### src/rtl/bus_arb_pkg.sv
// Shared types and helpers for the system-bus arbiter.
// Holds the arbiter state encoding, default bus widths and the rotate-priority picker.
package bus_arb_pkg;

    typedef enum logic [1:0] {
        IDLE  = 2'd0,
        WARN  = 2'd1,
        STEAL = 2'd2
    } arb_state_e;

    localparam int unsigned DEF_AW  = 16;
    localparam int unsigned DEF_DW  = 8;
    localparam int unsigned MAX_DMA = 8;
    localparam int unsigned PTR_W   = 3;

    // One-hot pick of the first set request at or after ptr, wrapping at n.
    function automatic logic [MAX_DMA-1:0] rotate_select(
        input logic [MAX_DMA-1:0] req,
        input logic [PTR_W-1:0]   ptr,
        input int unsigned        n
    );
        logic [MAX_DMA-1:0] pick;
        logic [PTR_W-1:0]   k;
        pick = '0;
        for (int unsigned i = 0; i < MAX_DMA; i++) begin
            k = PTR_W'((32'(ptr) + i) % n);
            if (i < n && pick == '0 && req[k]) begin
                pick[k] = 1'b1;
            end
        end
        return pick;
    endfunction

endpackage

### src/rtl/bus_arb_select.sv
// Combinational request picker: one-hot winner and its index, searching from ptr_i.
module bus_arb_select
    import bus_arb_pkg::*;
#(
    parameter int unsigned N  = 2,
    parameter int unsigned IW = 1
) (
    input  logic [N-1:0]  req_i,
    input  logic [IW-1:0] ptr_i,
    output logic [N-1:0]  onehot_c,
    output logic [IW-1:0] idx_c,
    output logic          any_c
);

    logic [MAX_DMA-1:0] sel_full;
    logic               unused_hi;

    always_comb begin
        sel_full = rotate_select(MAX_DMA'(req_i), PTR_W'(ptr_i), N);
        onehot_c = sel_full[N-1:0];
        idx_c    = '0;
        for (int i = 0; i < int'(N); i++) begin
            if (onehot_c[i]) begin
                idx_c = IW'(i);
            end
        end
        any_c = |req_i;
    end

    assign unused_hi = ^sel_full;

endmodule

### src/rtl/bus_arbiter.sv
// System-bus arbiter: phi2 generation, CPU ba/aec handshake and DMA master steering.
// Define BUS_ARB_ROUND_ROBIN_EN for round-robin arbitration; default is fixed priority.
module bus_arbiter
    import bus_arb_pkg::*;
#(
    parameter int unsigned AW      = DEF_AW,
    parameter int unsigned DW      = DEF_DW,
    parameter int unsigned NUM_DMA = 2,
    parameter int unsigned HALF    = 4,
    parameter int unsigned BA_LEAD = 3
) (
    input  logic                  dot_clk,
    input  logic                  reset,
    input  logic [AW-1:0]         cpu_address,
    input  logic                  cpu_we,
    input  logic [DW-1:0]         cpu_do,
    input  logic [NUM_DMA-1:0]    dma_req,
    input  logic [NUM_DMA*AW-1:0] dma_addr,
    input  logic [NUM_DMA-1:0]    dma_we,
    input  logic [NUM_DMA*DW-1:0] dma_di,
    output logic [NUM_DMA-1:0]    dma_grant,
    output logic                  phi2,
    output logic                  ba,
    output logic                  aec,
    output logic [AW-1:0]         bus_address,
    output logic                  bus_we,
    output logic [DW-1:0]         bus_di
);

    localparam int unsigned CYC       = 2 * HALF;
    localparam int unsigned CNT_W     = $clog2(CYC);
    localparam int unsigned IDX_W     = (NUM_DMA > 1) ? $clog2(NUM_DMA) : 1;
    localparam int unsigned WARN_W    = (BA_LEAD > 1) ? $clog2(BA_LEAD) : 1;
    localparam int unsigned WARN_INIT = (BA_LEAD > 0) ? BA_LEAD - 1 : 0;

    arb_state_e          state_q, state_d;
    logic [CNT_W-1:0]    cnt_q, cnt_d;
    logic                phi2_q, phi2_d;
    logic                ba_q, ba_d;
    logic                aec_q, aec_d;
    logic [NUM_DMA-1:0]  grant_q, grant_d;
    logic [IDX_W-1:0]    winner_q, winner_d;
    logic [WARN_W-1:0]   warn_q, warn_d;
    logic [AW-1:0]       addr_q, addr_d;
    logic                we_q, we_d;
    logic [DW-1:0]       di_q, di_d;

    logic                boundary;
    logic                issue;
    logic [IDX_W-1:0]    issue_idx;
    logic [NUM_DMA-1:0]  issue_oh;
    logic                src_we;
    logic [IDX_W-1:0]    sel_ptr;
    logic [NUM_DMA-1:0]  sel_onehot;
    logic [IDX_W-1:0]    sel_idx;
    logic                sel_any;

`ifdef BUS_ARB_ROUND_ROBIN_EN
    logic [IDX_W-1:0]    rr_ptr_q, rr_ptr_d;
    assign sel_ptr = rr_ptr_q;
`else
    assign sel_ptr = '0;
`endif

    function automatic logic [IDX_W-1:0] next_idx(input logic [IDX_W-1:0] w);
        return (w == IDX_W'(NUM_DMA - 1)) ? '0 : w + IDX_W'(1);
    endfunction

    bus_arb_select #(.N(NUM_DMA), .IW(IDX_W)) u_select (
        .req_i    (dma_req),
        .ptr_i    (sel_ptr),
        .onehot_c (sel_onehot),
        .idx_c    (sel_idx),
        .any_c    (sel_any)
    );

    assign boundary = (cnt_q == CNT_W'(CYC - 1));

    // Phase counter, ownership FSM and registered bus mux next-state.
    always_comb begin
        state_d   = state_q;
        winner_d  = winner_q;
        warn_d    = warn_q;
        ba_d      = ba_q;
        aec_d     = aec_q;
        grant_d   = grant_q;
        issue     = 1'b0;
        issue_idx = winner_q;
        issue_oh  = grant_q;
        src_we    = 1'b0;
`ifdef BUS_ARB_ROUND_ROBIN_EN
        rr_ptr_d  = rr_ptr_q;
`endif
        cnt_d  = boundary ? '0 : cnt_q + CNT_W'(1);
        phi2_d = (cnt_d >= CNT_W'(HALF));

        if (boundary) begin
            case (state_q)
                IDLE: begin
                    if (sel_any) begin
                        ba_d     = 1'b1;
                        winner_d = sel_idx;
                        if (BA_LEAD == 0) begin
                            issue     = 1'b1;
                            issue_idx = sel_idx;
                            issue_oh  = sel_onehot;
                        end else begin
                            state_d = WARN;
                            warn_d  = WARN_W'(WARN_INIT);
                        end
                    end
                end
                WARN: begin
                    if (!dma_req[winner_q]) begin
                        state_d = IDLE;
                        ba_d    = 1'b0;
                    end else if (warn_q == '0) begin
                        issue     = 1'b1;
                        issue_idx = winner_q;
                        issue_oh  = NUM_DMA'(1) << winner_q;
                    end else begin
                        warn_d = warn_q - WARN_W'(1);
                    end
                end
                STEAL: begin
                    // Handover to another pending master skips the warning period.
                    if (!dma_req[winner_q]) begin
                        if (sel_any) begin
                            issue     = 1'b1;
                            issue_idx = sel_idx;
                            issue_oh  = sel_onehot;
                        end else begin
                            state_d = IDLE;
                            ba_d    = 1'b0;
                            aec_d   = 1'b1;
                            grant_d = '0;
                        end
                    end
                end
                default: state_d = IDLE;
            endcase
        end

        if (issue) begin
            state_d  = STEAL;
            winner_d = issue_idx;
            ba_d     = 1'b1;
            aec_d    = 1'b0;
            grant_d  = issue_oh;
`ifdef BUS_ARB_ROUND_ROBIN_EN
            rr_ptr_d = next_idx(issue_idx);
`endif
        end

        addr_d = cpu_address;
        di_d   = cpu_do;
        src_we = cpu_we;
        if (!aec_q) begin
            for (int k = 0; k < int'(NUM_DMA); k++) begin
                if (IDX_W'(k) == winner_q) begin
                    addr_d = dma_addr[k*AW +: AW];
                    di_d   = dma_di[k*DW +: DW];
                    src_we = dma_we[k];
                end
            end
        end
        // The phi1 half belongs to VIC reads, so writes are confined to phi2-high.
        we_d = phi2_d & src_we;
    end

    always_ff @(posedge dot_clk) begin
        if (reset) begin
            state_q  <= IDLE;
            cnt_q    <= '0;
            phi2_q   <= 1'b0;
            ba_q     <= 1'b0;
            aec_q    <= 1'b1;
            grant_q  <= '0;
            winner_q <= '0;
            warn_q   <= '0;
            addr_q   <= '0;
            we_q     <= 1'b0;
            di_q     <= '0;
`ifdef BUS_ARB_ROUND_ROBIN_EN
            rr_ptr_q <= '0;
`endif
        end else begin
            state_q  <= state_d;
            cnt_q    <= cnt_d;
            phi2_q   <= phi2_d;
            ba_q     <= ba_d;
            aec_q    <= aec_d;
            grant_q  <= grant_d;
            winner_q <= winner_d;
            warn_q   <= warn_d;
            addr_q   <= addr_d;
            we_q     <= we_d;
            di_q     <= di_d;
`ifdef BUS_ARB_ROUND_ROBIN_EN
            rr_ptr_q <= rr_ptr_d;
`endif
        end
    end

    assign dma_grant   = grant_q;
    assign phi2        = phi2_q;
    assign ba          = ba_q;
    assign aec         = aec_q;
    assign bus_address = addr_q;
    assign bus_we      = we_q;
    assign bus_di      = di_q;

endmodule

### config.mk
export PLATFORM = sky130hd
export DESIGN_NAME = bus_arbiter
export DESIGN_NICKNAME = d
export VERILOG_FILES = /design/src/rtl/bus_arb_pkg.sv /design/src/rtl/bus_arb_select.sv /design/src/rtl/bus_arbiter.sv
export SDC_FILE = /design/constraint.sdc
export NUM_CORES = 1
export LEC_CHECK = 0
export ABC_AREA = 1
export BUFFER_PORTS_ARGS = -buffer_cell sky130_fd_sc_hd__clkbuf_2
export CORE_MARGIN = 1.5
export CORE_UTILIZATION = 49
export DETAILED_ROUTE_END_ITERATION = 7
export HOLD_SLACK_MARGIN = 0.06
export PLACE_DENSITY = 0.86
export SLEW_MARGIN = 10
export SYNTH_ARGS = -nofsm -noshare
export SYNTH_HDL_FRONTEND = slang
export SYNTH_SLANG_ARGS = --single-unit
export TNS_END_PERCENT = 20
### constraint.sdc
create_clock -name dot_clk -period 4.5 [get_ports dot_clk]
set_input_delay 0.675 -clock dot_clk [delete_from_list [all_inputs] [get_ports dot_clk]]
set_output_delay 0.675 -clock dot_clk [all_outputs]
set_load 0.05 [all_outputs]
# Yosys cells after proc, flatten, opt, wreduce, memory -nomap -nowiden
# Cells that the tools add are included.
# word_totals
reg_bits	38
out_inout_bits	30
# op_classes
addsub	2
mux	57
bitwise	1
order_cmp	2
n_reduce_logical	19
eq_ne	20
shifts	1
# op_table
operator	n
2-bit two-way mux	18
16-bit two-way mux	2
1-bit two-way mux	29
3-bit != test, second input constant	7
2-bit != test, second input constant	9
8-bit two-way mux	2
5-bit AND reduction	3
2-bit nonzero test	5
9-bit AND reduction	1
8-bit logical NOT	1
2-bit one-hot mux with 2 select lines	2
4-bit AND reduction	2
2-bit one-hot mux with 3 select lines	1
6-bit AND reduction	1
2-bit logical NOT	2
4-bit nonzero test	1
2-bit OR reduction	2
3-bit by 1-bit adder with 3-bit output, second input constant	1
3-bit == test, second input constant	1
3-bit >= comparator, second input constant	1
3-bit two-way mux	1
1-bit one-hot mux with 3 select lines	1
2-bit by 1-bit == test with 1-bit output, second input constant	1
2-bit == test, second input constant	1
7 further kinds	7

# Depth between registers and ports, before layout
# Gate-level depths: netlist (run 1).
# depth
word_depth	10
mapped_depth	13

# Cells and area by module
# A second synthesis (run 1) with hierarchy kept.
# unflattened
cells_unflattened	319
area_unflattened_um2	2155.8
# by_module_without_submodules
module	n_inst	seq_area_each_um2	cells_each	area_per_inst_um2
bus_arbiter	1	760.7	312	2123.3
bus_arb_select	1	0.0	7	32.5

# Least setup slack after synthesis (run 1)
# OpenSTA, ideal clock, no wires.
# synth_path
kind	input to register
startpoint	input dma_req[0]
endpoint	register ba_q, in the netlist ba
stages	10
arrival_time_ns	1.474
setup_time_ns	0.113
setup_slack_ns	2.913
required_time_ns	4.387
n_path_buf	0
path_cell_list	nor2_1 -> nor2_1 -> nand2_1 -> nand2_2 -> nand2_4 -> nand2_2 -> nand3_1 -> nand2_1 -> nand2_1 -> nor2_1
# synth_between
elab_chain_cells	7
# synth_rtl
element	line_no	text
from (decl)	bus_arbiter.sv:17	input logic [NUM_DMA-1:0] dma_req,
2-bit OR reduction or 1-bit two-way mux (tied branches)	bus_arb_select.sv:27, bus_arbiter.sv:114, bus_arbiter.sv:127	
1-bit two-way mux (on tied branches)	bus_arbiter.sv:128, bus_arbiter.sv:114, bus_arbiter.sv:127	
1-bit two-way mux (on tied branches)	bus_arbiter.sv:127, bus_arbiter.sv:114	
1-bit one-hot mux with 2 select lines	bus_arbiter.sv:98	case (state_q)
1-bit two-way mux	bus_arbiter.sv:97	if (boundary) begin
3-bit != test (no source line) (tied with other cells)	--	
6-bit AND reduction (no source line)	--	
to (signal assigned)	bus_arbiter.sv:176	ba_q <= 1'b0;
to (signal assigned)	bus_arbiter.sv:191	ba_q <= ba_d;
to (decl)	bus_arbiter.sv:39	logic ba_q, ba_d;
# Parallel ways exist; a longest one is shown, timed or not. The select of a mux whose other input is x is not followed.
# A chain may end at the register's enable or synchronous reset.

# Final worst setup path (run 1)
# layout_path
startpoint	register winner_q
endpoint	register winner_q
# layout_between
elab_chain_cells	7
# layout_rtl
element	line_no	text
from (decl)	bus_arbiter.sv:42	logic [IDX_W-1:0] winner_q, winner_d;
from (signal assigned)	bus_arbiter.sv:194	winner_q <= winner_d;
1-bit two-way mux (not written as such) (2 in a row)	bus_arbiter.sv:114, bus_arbiter.sv:127	
1-bit two-way mux (on tied branches)	bus_arbiter.sv:127, bus_arbiter.sv:114	
1-bit one-hot mux with 2 select lines	bus_arbiter.sv:98	
1-bit two-way mux	bus_arbiter.sv:97	
2-bit by 1-bit != test with 1-bit output (no source line) (tied with other cells)	--	
4-bit AND reduction (no source line)	--	
# Parallel ways exist; a longest one is shown, timed or not. The select of a mux whose other input is x is not followed.

==> results of run 1 <==
[worst max-delay path, delay by kind of cell, from the launching register on]
kind,cells,cell delay [ns]
buf+inv,2,0.35
flops,1,1.01
simple gates,9,0.85
[worst max-delay path by stage]
stage	from	endpoint	slack, ns	cells past startpoint
floorplan	dma_req[0]	ba	2.91	10
finish	winner_q	winner_q	2.18	11
detailed placement	winner_q	winner_q	2.23	11
global placement	winner_q	ba	2.33	11
global route	winner_q	ba	1.96	11
CTS	winner_q	winner_q	2.21	11
[cell usage after synthesis]
| library cell | instances |
|---|---|
| nand2_1 | 79 |
| a21oi_1 | 57 |
| inv_1 | 46 |
| dfxtp_1 | 38 |
| or2_2 | 24 |
| nor2_1 | 17 |
| nand3_1 | 13 |
| clkbuf_1 | 9 |
| ha_1 | 9 |
| o21ai_0 | 6 |
| nand2_2 | 3 |
| buf_2 | 2 |
| buf_4 | 2 |
| buf_6 | 2 |
| nand2_4 | 2 |
| a211oi_1 | 1 |
| inv_4 | 1 |
| nand3_4 | 1 |
| nand4_1 | 1 |
| nor3_1 | 1 |
[sequential cells by signal (all words and copies together), names as in the netlist]
register / flops
aec: 1
ba: 1
bus_address: 16
bus_di: 8
bus_we: 1
cnt_q: 3
dma_grant: 2
phi2: 1
state_q: 2
warn_q: 2
winner_q: 1
[metrics by stage]
step           setup WS [ns]  power [mW]  utilization [%]  hold WS (ns)  instance area (um2)
3_5_place_dp            2.23       0.500             64.8         0.417                 2630
5_1_grt                 1.96       0.770             67.2         0.463                 2730
6_report                2.18       0.732             67.2         0.428                 2730
3_3_place_gp            2.33       0.498             64.8         0.410                 2630
2_1_floorplan           2.91       0.447                -         0.398                 2100
4_1_cts                 2.21       0.739             67.2         0.432                 2730
[kinds of logic (layout without fill, tap and decap cells)]
group	Yosys count	after routing
simple gates	141	141
fa+ha+maj	9	9
flops	38	38
compound gates	64	64
buf+inv	62	164
[report_power, final]
part	internal [mW]	total [mW]	switching (mW)
Combinational	0.0525	0.136	0.0831
Sequential	0.351	0.356	0.00497
Clock	0.123	0.240	0.117
Total	0.527	0.732	0.205
[layout make-up]
| cell class | instances | area [um2] |
|---|---|---|
| Sequential cell | 38 | 761 |
| Inverter | 47 | 179 |
| Fill cell | 344 | 1330 |
| Tap cell | 50 | 62.6 |
| Multi-Input combinational cell | 214 | 1080 |
| Clock inverter | 2 | 12.5 |
| Timing Repair Buffer | 109 | 548 |
| Clock buffer | 6 | 82.6 |
[routing by layer]
layer / wire (um) / share of wire, %
met4: 70 / 1.4
met2: 2600 / 50
met3: 378 / 7.3
met5: 0 / 0
met1: 2100 / 41
==> reports/metrics.yaml, run 1 <==
logic_synthesis:
  synth_top_cell_by_area: "dfxtp_1"
  syn_avg_cell_area_um2: 6.69
  synth.area.top_cells: "dfxtp_1 36%, nand2_1 14%, a21oi_1 14%, inv_1 8.2%, or2_2 7.1%"
  syn_nets: 402
  synthXorXnorAreaFrac_pct: 0
  synthMuxAreaShare_pct: 0
  yosys.area_share.simple_pct: 30.7
  yosys_warnings: 0
  syn_inst: 314
  synthDistinctLibCells: 20
  synthAdderAreaFrac_pct: 5.36
  synth_seq_cells: 38
  yosysSeqAreaShare_pct: 36.2
  synth_top_family_by_area: "simple AND/OR/NAND/NOR gates"
  syn_area_um2: 2100
  synth_top_area_share_pct: 36.2
  synth_compound_area_share_pct: 15.4
cells_and_area:
  layout_commonest_cell: "clkbuf_2"
  layout_common_cells: "108 x clkbuf_2, 79 x nand2_1, 57 x a21oi_1"
  fin_nets: 503
  antennaDiodeCount: 0
  layout-drive-gt1-share_pct: 35.6
  syn_to_final_growth_pct: 29.7
  layout.cells.non_filler: 466
worst_setup_path:
  worstSetupEndpointType: "register"
  worstRegToRegCells: 11
  critPathKind: "register to register"
  rr_endpoint: "winner_q"
  cp-start-kind: "register"
  r2r_setup_slack_ns: 2.18
  slowest_delay_ns: 1.01
  cp_common_cell: "nand2_1"
  crit_chain: "inv_4, nand2_1, nand2_1, nand3_1, nand2_2, nand2_4, nand2_1, nand3_1, nand2_1, inv_1, nor2_1"
  cp.arrival_ns: 2.50
  r2r-start: "winner_q"
  cp.required_ns: 4.68
  critPathSlowestCell: "dfxtp_1"
  crit_fanout: 29
grt:
  grt_pass1_vias: 1837
  overflow: 0
  met2_usage_pct: 38.2
  grt_pass1_wl_um: 7380
  grtUsageMet1_pct: 22.6
  antenna_found_initial: 0
  grt_start_max_net_pins: 53
  met3_usage_pct: 5.52
  busiest_layer: "met2"
  track_usage_pct: 20.8
power:
  irDropWorstVdd_mv: 0.202
  p_leak_nw: 1.60
  power_density_nw_per_um2: 268
clocking:
  clkSinkCount: 38
  cts_tree: "built"
  holdBufCountCts: 0
  cts-resized-gates: 0
  cts_max_level: 2
  path_clk_slew_ns: 0.08
  clock_path_buffers: 2
  ctsRootBufferMaster: "clkbuf_8"
  postCtsSetupBuffers: 0
  numCtsBuffers: 5
  clock_latency_ns: 0.28
timing:
  period_minus_slack_ns: 2.32
  finalCritPeriodShare_pct: 51.5
  finalSetupViolations: 0
  fin_skew_ns: 0.00465
  slew_viol_final: 0
  worst_slew_pin_slew_ns: 1.03
  rsz0062_at_grt: "no"
  hold_viol_final: 0
  fin_tns_setup_ns: 0
  maxSlewHeadroom_pct: 31.0
  fmax_mhz: 431
detailed_routing:
  viasPerCell: 4.69
  avgRoutedWirePerCell_um: 11.1
  firstDrtPassIters: 4
  first_iter_violations: 66
  num_vias: 2187
  drc_errors: 0
  drt_wl_total_um: 5160
  postRouteAntennaNets: 0
floorplanning:
  start_util_pct: 51.8
  die-area_um2: 4690
  die_h_um: 68.5
  coreArea_um2: 4060
  io_pins: 109
  row_count: 23
  die_w_um: 68.5
placement:
  hpwlAfterDp_um: 3850
  portBuffers: 108
  gp_congestion: 0.879
  post-place-cells: 458
status:
  status: "completed"
min_path:
  worstHoldStart: "cnt_q[0]"
  hold_depth: 1
  min-delay-path-class: "register to register"
  hold_path_end: "cnt_q[0]"
run:
  drv_cap: 0
(Power assumes the default switching activity.)
==> inputs of run 2 (changes only) <==
--- a/config.mk
+++ b/config.mk
@@ -8,10 +8,10 @@
 export ABC_AREA = 1
 export BUFFER_PORTS_ARGS = -buffer_cell sky130_fd_sc_hd__clkbuf_2
 export CORE_MARGIN = 1.5
-export CORE_UTILIZATION = 49
+export CORE_UTILIZATION = 45
 export DETAILED_ROUTE_END_ITERATION = 7
 export HOLD_SLACK_MARGIN = 0.06
-export PLACE_DENSITY = 0.86
+export PLACE_DENSITY = 0.8
 export SLEW_MARGIN = 10
 export SYNTH_ARGS = -nofsm -noshare
 export SYNTH_HDL_FRONTEND = slang
==> constraint.sdc (replaced) <==
create_clock -name dot_clk -period 2.2 [get_ports dot_clk]
set_input_delay 0.33 -clock dot_clk [delete_from_list [all_inputs] [get_ports dot_clk]]
set_output_delay 0.33 -clock dot_clk [all_outputs]
set_load 0.05 [all_outputs]
==> run 2 against run 1 <==
Fmax grew 41%. Worst hold slack lost 0.047 ns. Clock-buffer cell count is the same. Wire length shrank 3.5%. Utilization shrank 5.0 points. Combinational power grew 110%. Total power grew 110%. Register-to-register slack lost 1.6 ns. Die area grew 8.5%.
==> reports/metrics.yaml, run 2 (same netlist as run 1, synthesis figures left out) <==
clocking:
  clock_path_buffers: 2  # unchanged
  cts-resized-gates: 0  # unchanged
  cts_max_level: 2  # unchanged
  holdBufCountCts: 0  # unchanged
  cts_tree: "built"  # unchanged
  path_clk_slew_ns: 0.07  # was 0.08 ns
  clkSinkCount: 38  # unchanged
  numCtsBuffers: 5  # unchanged
  postCtsSetupBuffers: 0  # unchanged
  ctsRootBufferMaster: "clkbuf_8"  # unchanged
  clock_latency_ns: 0.29  # was 0.28 ns
grt:
  grt_start_max_net_pins: 44  # was 53
  antenna_found_initial: 0  # unchanged
  track_usage_pct: 20.1  # was 20.8%
  overflow: 0  # unchanged
  grt_pass1_vias: 1991  # was 1837
  grt_pass1_wl_um: 8250  # was 7380 um
worst_setup_path:
  worstSetupEndpointType: "register"  # unchanged
  crit_fanout: 29  # unchanged
  cp.arrival_ns: 1.84  # was 2.50 ns
  critPathKind: "register to register"  # unchanged
  cp.required_ns: 2.39  # was 4.68 ns
  cp-start-kind: "register"  # unchanged
  worstRegToRegCells: 10  # was 11
  r2r_setup_slack_ns: 0.55  # was 2.18 ns
detailed_routing:
  postRouteAntennaNets: 0  # unchanged
  viasPerCell: 4.69  # about the same
  num_vias: 2206  # was 2187
  drc_errors: 0  # unchanged
  avgRoutedWirePerCell_um: 10.6  # was 11.1 um
  firstDrtPassIters: 4  # unchanged
  first_iter_violations: 43  # was 66
  drt_wl_total_um: 4970  # was 5160 um
floorplanning:
  die_h_um: 71.3  # was 68.5 um
  die_w_um: 71.3  # was 68.5 um
  io_pins: 109  # unchanged
  row_count: 24  # was 23
  start_util_pct: 47.6  # was 51.8%
  coreArea_um2: 4410  # was 4060 um2
  die-area_um2: 5090  # was 4690 um2
cells_and_area:
  final_area_um2: 2740  # was 2730 um2
  antennaDiodeCount: 0  # unchanged
  layout_common_cells: "108 x clkbuf_2, 79 x nand2_1, 57 x a21oi_1"  # unchanged
  layout_commonest_cell: "clkbuf_2"  # unchanged
  layout-drive-gt1-share_pct: 35.9  # was 35.6%
  largest_register_ffs: 16  # unchanged
  fin_nets: 505  # was 503
  syn_to_final_growth_pct: 30.5  # was 29.7%
power:
  irDropWorstVdd_mv: 0.374  # was 0.202 mV
  p_leak_nw: 1.61  # was 1.60 nW
  power_density_nw_per_um2: 548  # was 268 nW/um2
  p_total_mw: 1.50  # was 0.732 mW
timing:
  finalSetupViolations: 0  # unchanged
  maxSlewHeadroom_pct: 75.1  # was 31.0%
  fin_skew_ns: 0.00277  # was 0.00465 ns
  fin_tns_setup_ns: 0  # unchanged
  hold_viol_final: 0  # unchanged
  hold-worst-slack_ns: 0.381  # was 0.428 ns
  final.setup.worst_slack_ns: 0.551  # was 2.18 ns
  slew_viol_final: 0  # unchanged
  period_minus_slack_ns: 1.65  # was 2.32 ns
  rsz0062_at_grt: "no"  # unchanged
  fmax_mhz: 606  # was 431 MHz
  finalCritPeriodShare_pct: 75.0  # was 51.5%
  worst_slew_pin_slew_ns: 0.374  # was 1.03 ns
min_path:
  hold_depth: 5  # was 1
  min-delay-path-class: "input pin to register"  # was register to register
placement:
  hpwlAfterDp_um: 3850  # about the same
  placed_area_um2: 2650  # was 2630 um2
  gp_congestion: 0.876  # was 0.879
  post-place-ws_ns: 0.543  # was 2.23 ns
  portBuffers: 108  # unchanged
status:
  status: "completed"  # unchanged
run:
  drv_cap: 0  # unchanged
-- run 2: cell count changes in the layout (fill, tap and decap cells not counted) --
cell,change
buf_4,+2
-- run 2: worst paths after layout --
check,end,startpoint
worst max-delay path,dma_grant[1],winner_q
worst min-delay path,bus_we,cpu_we
worst max register to register,dma_grant[1],winner_q
worst min register to register,cnt_q[0],cnt_q[0]
-- run 2: metrics by stage --
step	instances	utilization, %
floorplan	314	-
global placement	462	60.0
detailed placement	462	60.0
CTS	470	62.2
global route	470	62.2
finish	470	62.2
-- run 2: final cells by class --
type / instances / area (um2)
clock buffer: 6 / 82.6
multi-input combinational: 214 / 1080
fill: 431 / 1670
clock inverter: 2 / 12.5
sequential: 38 / 761
timing repair buffer: 111 / 563
inverter: 47 / 179
tap: 52 / 65.1
-- run 2: where the power goes --
group          internal, mW  leakage [nW]  switching, mW
clock                 0.252        0.0472          0.244
combinational         0.108          1.25          0.170
sequential            0.719         0.314        0.00960
total                  1.08          1.61          0.424
-- run 2: per-layer routing --
| layer | routed length [um] | track usage [%] | up-vias |
|---|---|---|---|
| li1 | - | - | 1177 |
| met1 | 2140 | 23.2 | 954 |
| met2 | 2460 | 35.8 | 73 |
| met3 | 332 | 4.92 | 2 |
| met4 | 38 | 7.13 | 0 |
| met5 | 0 | 0 | - |
-- run 2: worst max-delay path: stages, from the launching register on --
cell and delay (ns):
dfxtp_1 0.40, inv_4 0.26, nand2_1 0.11, nand2_1 0.13
nand3_1 0.10, nand2_2 0.12, nand2_4 0.10, nand2_4 0.09
nand3_4 0.08, nor2_1 0.10, nor2_1 0.05
==> inputs of run 3 (changes only) <==
--- a/config.mk
+++ b/config.mk
@@ -8,10 +8,10 @@
 export ABC_AREA = 1
 export BUFFER_PORTS_ARGS = -buffer_cell sky130_fd_sc_hd__clkbuf_2
 export CORE_MARGIN = 1.5
-export CORE_UTILIZATION = 45
+export CORE_UTILIZATION = 41
 export DETAILED_ROUTE_END_ITERATION = 7
 export HOLD_SLACK_MARGIN = 0.06
-export PLACE_DENSITY = 0.8
+export PLACE_DENSITY = 0.76
 export SLEW_MARGIN = 10
 export SYNTH_ARGS = -nofsm -noshare
 export SYNTH_HDL_FRONTEND = slang
==> constraint.sdc (replaced) <==
create_clock -name dot_clk -period 1.5 [get_ports dot_clk]
set_input_delay 0.225 -clock dot_clk [delete_from_list [all_inputs] [get_ports dot_clk]]
set_output_delay 0.225 -clock dot_clk [all_outputs]
set_load 0.05 [all_outputs]
==> run 3 against run 2 <==
Global-route usage decreased by 0.63 points. Total power increased by 48%. Wire length increased by 8.3%. Combinational power increased by 51%. First-iteration DRC count increased by 98%. Worst hold slack got worse by 0.12 ns. Critical endpoint is now state_q[0]. Largest power group unchanged.
==> reports/metrics.yaml, run 3 (same netlist as run 1, synthesis figures left out) <==
grt:
  grt_pass1_wl_um: 8270  # was 8250 um
  track_usage_pct: 19.4  # was 20.1%
  antenna_found_initial: 0  # unchanged
  grt_pass1_vias: 1957  # was 1991
  overflow: 0  # unchanged
  grt_start_max_net_pins: 33  # was 44
timing:
  period_minus_slack_ns: 1.49  # was 1.65 ns
  rsz0062_at_grt: "yes"  # was no
  hold-worst-slack_ns: 0.264  # was 0.381 ns
  finalSetupViolations: 0  # unchanged
  worst_slew_pin_slew_ns: 0.327  # was 0.374 ns
  finalCritPeriodShare_pct: 99.3  # was 75.0%
  slew_viol_final: 0  # unchanged
  fin_skew_ns: 0.00740  # was 0.00277 ns
  fmax_mhz: 672  # was 606 MHz
  fin_tns_setup_ns: 0  # unchanged
  maxSlewHeadroom_pct: 78.1  # was 75.1%
  final.setup.worst_slack_ns: 0.0112  # was 0.551 ns
  hold_viol_final: 0  # unchanged
clocking:
  path_clk_slew_ns: 0.08  # was 0.07 ns
  clkSinkCount: 38  # unchanged
  cts_tree: "built"  # unchanged
  clock_latency_ns: 0.29  # about the same
  cts_max_level: 2  # unchanged
  clock_path_buffers: 2  # unchanged
  ctsRootBufferMaster: "clkbuf_8"  # unchanged
  holdBufCountCts: 0  # unchanged
  numCtsBuffers: 5  # unchanged
floorplanning:
  die_w_um: 74.6  # was 71.3 um
  start_util_pct: 43.6  # was 47.6%
  coreArea_um2: 4820  # was 4410 um2
  row_count: 25  # was 24
  die_h_um: 74.6  # was 71.3 um
  io_pins: 109  # unchanged
  die-area_um2: 5570  # was 5090 um2
worst_setup_path:
  critPathKind: "register to register"  # unchanged
  cp.arrival_ns: 1.68  # was 1.84 ns
  cp-start-kind: "register"  # unchanged
  cp_top_family: "simple AND/OR/NAND/NOR gates"  # unchanged
  cp.required_ns: 1.70  # was 2.39 ns
  cp_common_cell: "buf_4"
  crit_fanout: 6  # was 29
  worstSetupEndpointType: "register"  # unchanged
  slowest_delay_ns: 0.37  # was 0.40 ns
  critPathSlowestCell: "dfxtp_4"  # was dfxtp_1
  critPathBufInv: 5  # was 1
  crit_chain: "inv_4, ha_4, inv_2, nor2_2, nand2_1, nand2_2, nand2_4, buf_4, buf_4, nand3_1, inv_1"  # was inv_4, nand2_1, nand2_1, nand3_1, nand2_2, nand2_4, nand2_4, nand3_4, nor2_1, nor2_1
detailed_routing:
  firstDrtPassIters: 6  # was 4
  viasPerCell: 4.62  # was 4.69
  postRouteAntennaNets: 0  # unchanged
  drt_wl_total_um: 5390  # was 4970 um
  drc_errors: 0  # unchanged
  first_iter_violations: 85  # was 43
  avgRoutedWirePerCell_um: 10.7  # was 10.6 um
  num_vias: 2317  # was 2206
power:
  swShare_pct: 28.7  # was 28.2%
  p_total_mw: 2.22  # was 1.50 mW
  seq_power_share_pct: 47.9  # was 48.5%
  comb_power_share_pct: 18.9  # was 18.6%
  p_leak_nw: 1.69  # was 1.61 nW
  p_sw_mw: 0.637  # was 0.424 mW
  clockPowerShare_pct: 33.2  # was 33.0%
  irDropWorstVdd_mv: 0.424  # was 0.374 mV
  p_int_mw: 1.58  # was 1.08 mW
  power_density_nw_per_um2: 747  # was 548 nW/um2
placement:
  post-place-ws_ns: -0.0435  # was 0.543 ns
  hpwlAfterDp_um: 3980  # was 3850 um
  post-place-cells: 487  # was 462
  portBuffers: 108  # unchanged
  placed_area_um2: 2740  # was 2650 um2
  gp_congestion: 0.919  # was 0.876
cells_and_area:
  largest_register_ffs: 16  # unchanged
  syn_to_final_growth_pct: 41.4  # was 30.5%
  layout.cells.non_filler: 501  # was 470
  layout_commonest_cell: "clkbuf_2"  # unchanged
  layout-drive-gt1-share_pct: 42.6  # was 35.9%
  layout_common_cells: "108 x clkbuf_2, 77 x nand2_1, 55 x a21oi_1"  # was 108 x clkbuf_2, 79 x nand2_1, 57 x a21oi_1
  final_util_pct: 61.7  # was 62.2%
  fin_nets: 521  # was 505
  final_area_um2: 2970  # was 2740 um2
  antennaDiodeCount: 0  # unchanged
status:
  status: "completed"  # unchanged
run:
  drv_cap: 0  # unchanged
min_path:
  min-delay-path-class: "input pin to register"  # unchanged
## run 3: changes by cell type in the layout (fill, tap and decap cells not counted), moves of 3 or more
cell	before	now
inv_2	0	3
dfxtp_4	0	3
inv_1	46	42
ha_1	9	5
buf_4	3	18
nor2_2	0	3
nor2_1	17	14
ha_4	0	4
dfxtp_1	38	34
## run 3: final timing paths
path	slack (ns)	cells past startpoint	endpoint	startpoint
setup / recovery	0.01	11	state_q[0]	state_q[0]
hold / removal	0.26	5	bus_we	cpu_we
setup reg to reg	0.01	11	state_q[0]	state_q[0]
hold reg to reg	0.43	1	cnt_q[0]	cnt_q[0]
## run 3: final cells by class
class | instances | area [um2]
timing repair buffer | 127 | 687
clock buffer | 6 | 82.6
sequential | 38 | 773
inverter | 47 | 181
multi-input combinational | 214 | 1150
clock inverter | 2 | 12.5
fill | 450 | 1850
tap | 67 | 83.8
## run 3: timing repair
action                     4_1_cts  5_1_grt
setup endpoints to repair        7       17
hold endpoints to repair         0        0
buffers inserted                 2        4
gates resized for setup          9       19
pin swaps                        4        6
## run 3: worst register-to-register path, delay by kind of cell (launching register included)
| family | cells | cell delay (ns) |
|---|---|---|
| buffers and inverters | 5 | 0.41 |
| DFF | 1 | 0.37 |
| and+or+nand+nor | 5 | 0.44 |
| adders and majority gates | 1 | 0.15 |
## run 3: power by group through the flow
stage	sequential [mW]	clock, mW	combinational, mW
floorplan	1.23	0	0.116
global placement	1.09	0	0.414
detailed placement	1.09	0	0.418
CTS	1.07	0.764	0.420
global route	1.07	0.807	0.460
finish	1.06	0.737	0.421
## run 3: per-layer routing
metal	vias to the layer above	wire, um	GRT usage (%)
met4	0	89	7.47
met5	-	0	0
met3	8	413	5.83
met1	1012	2220	22.1
li1	1209	-	-
met2	88	2670	34.1
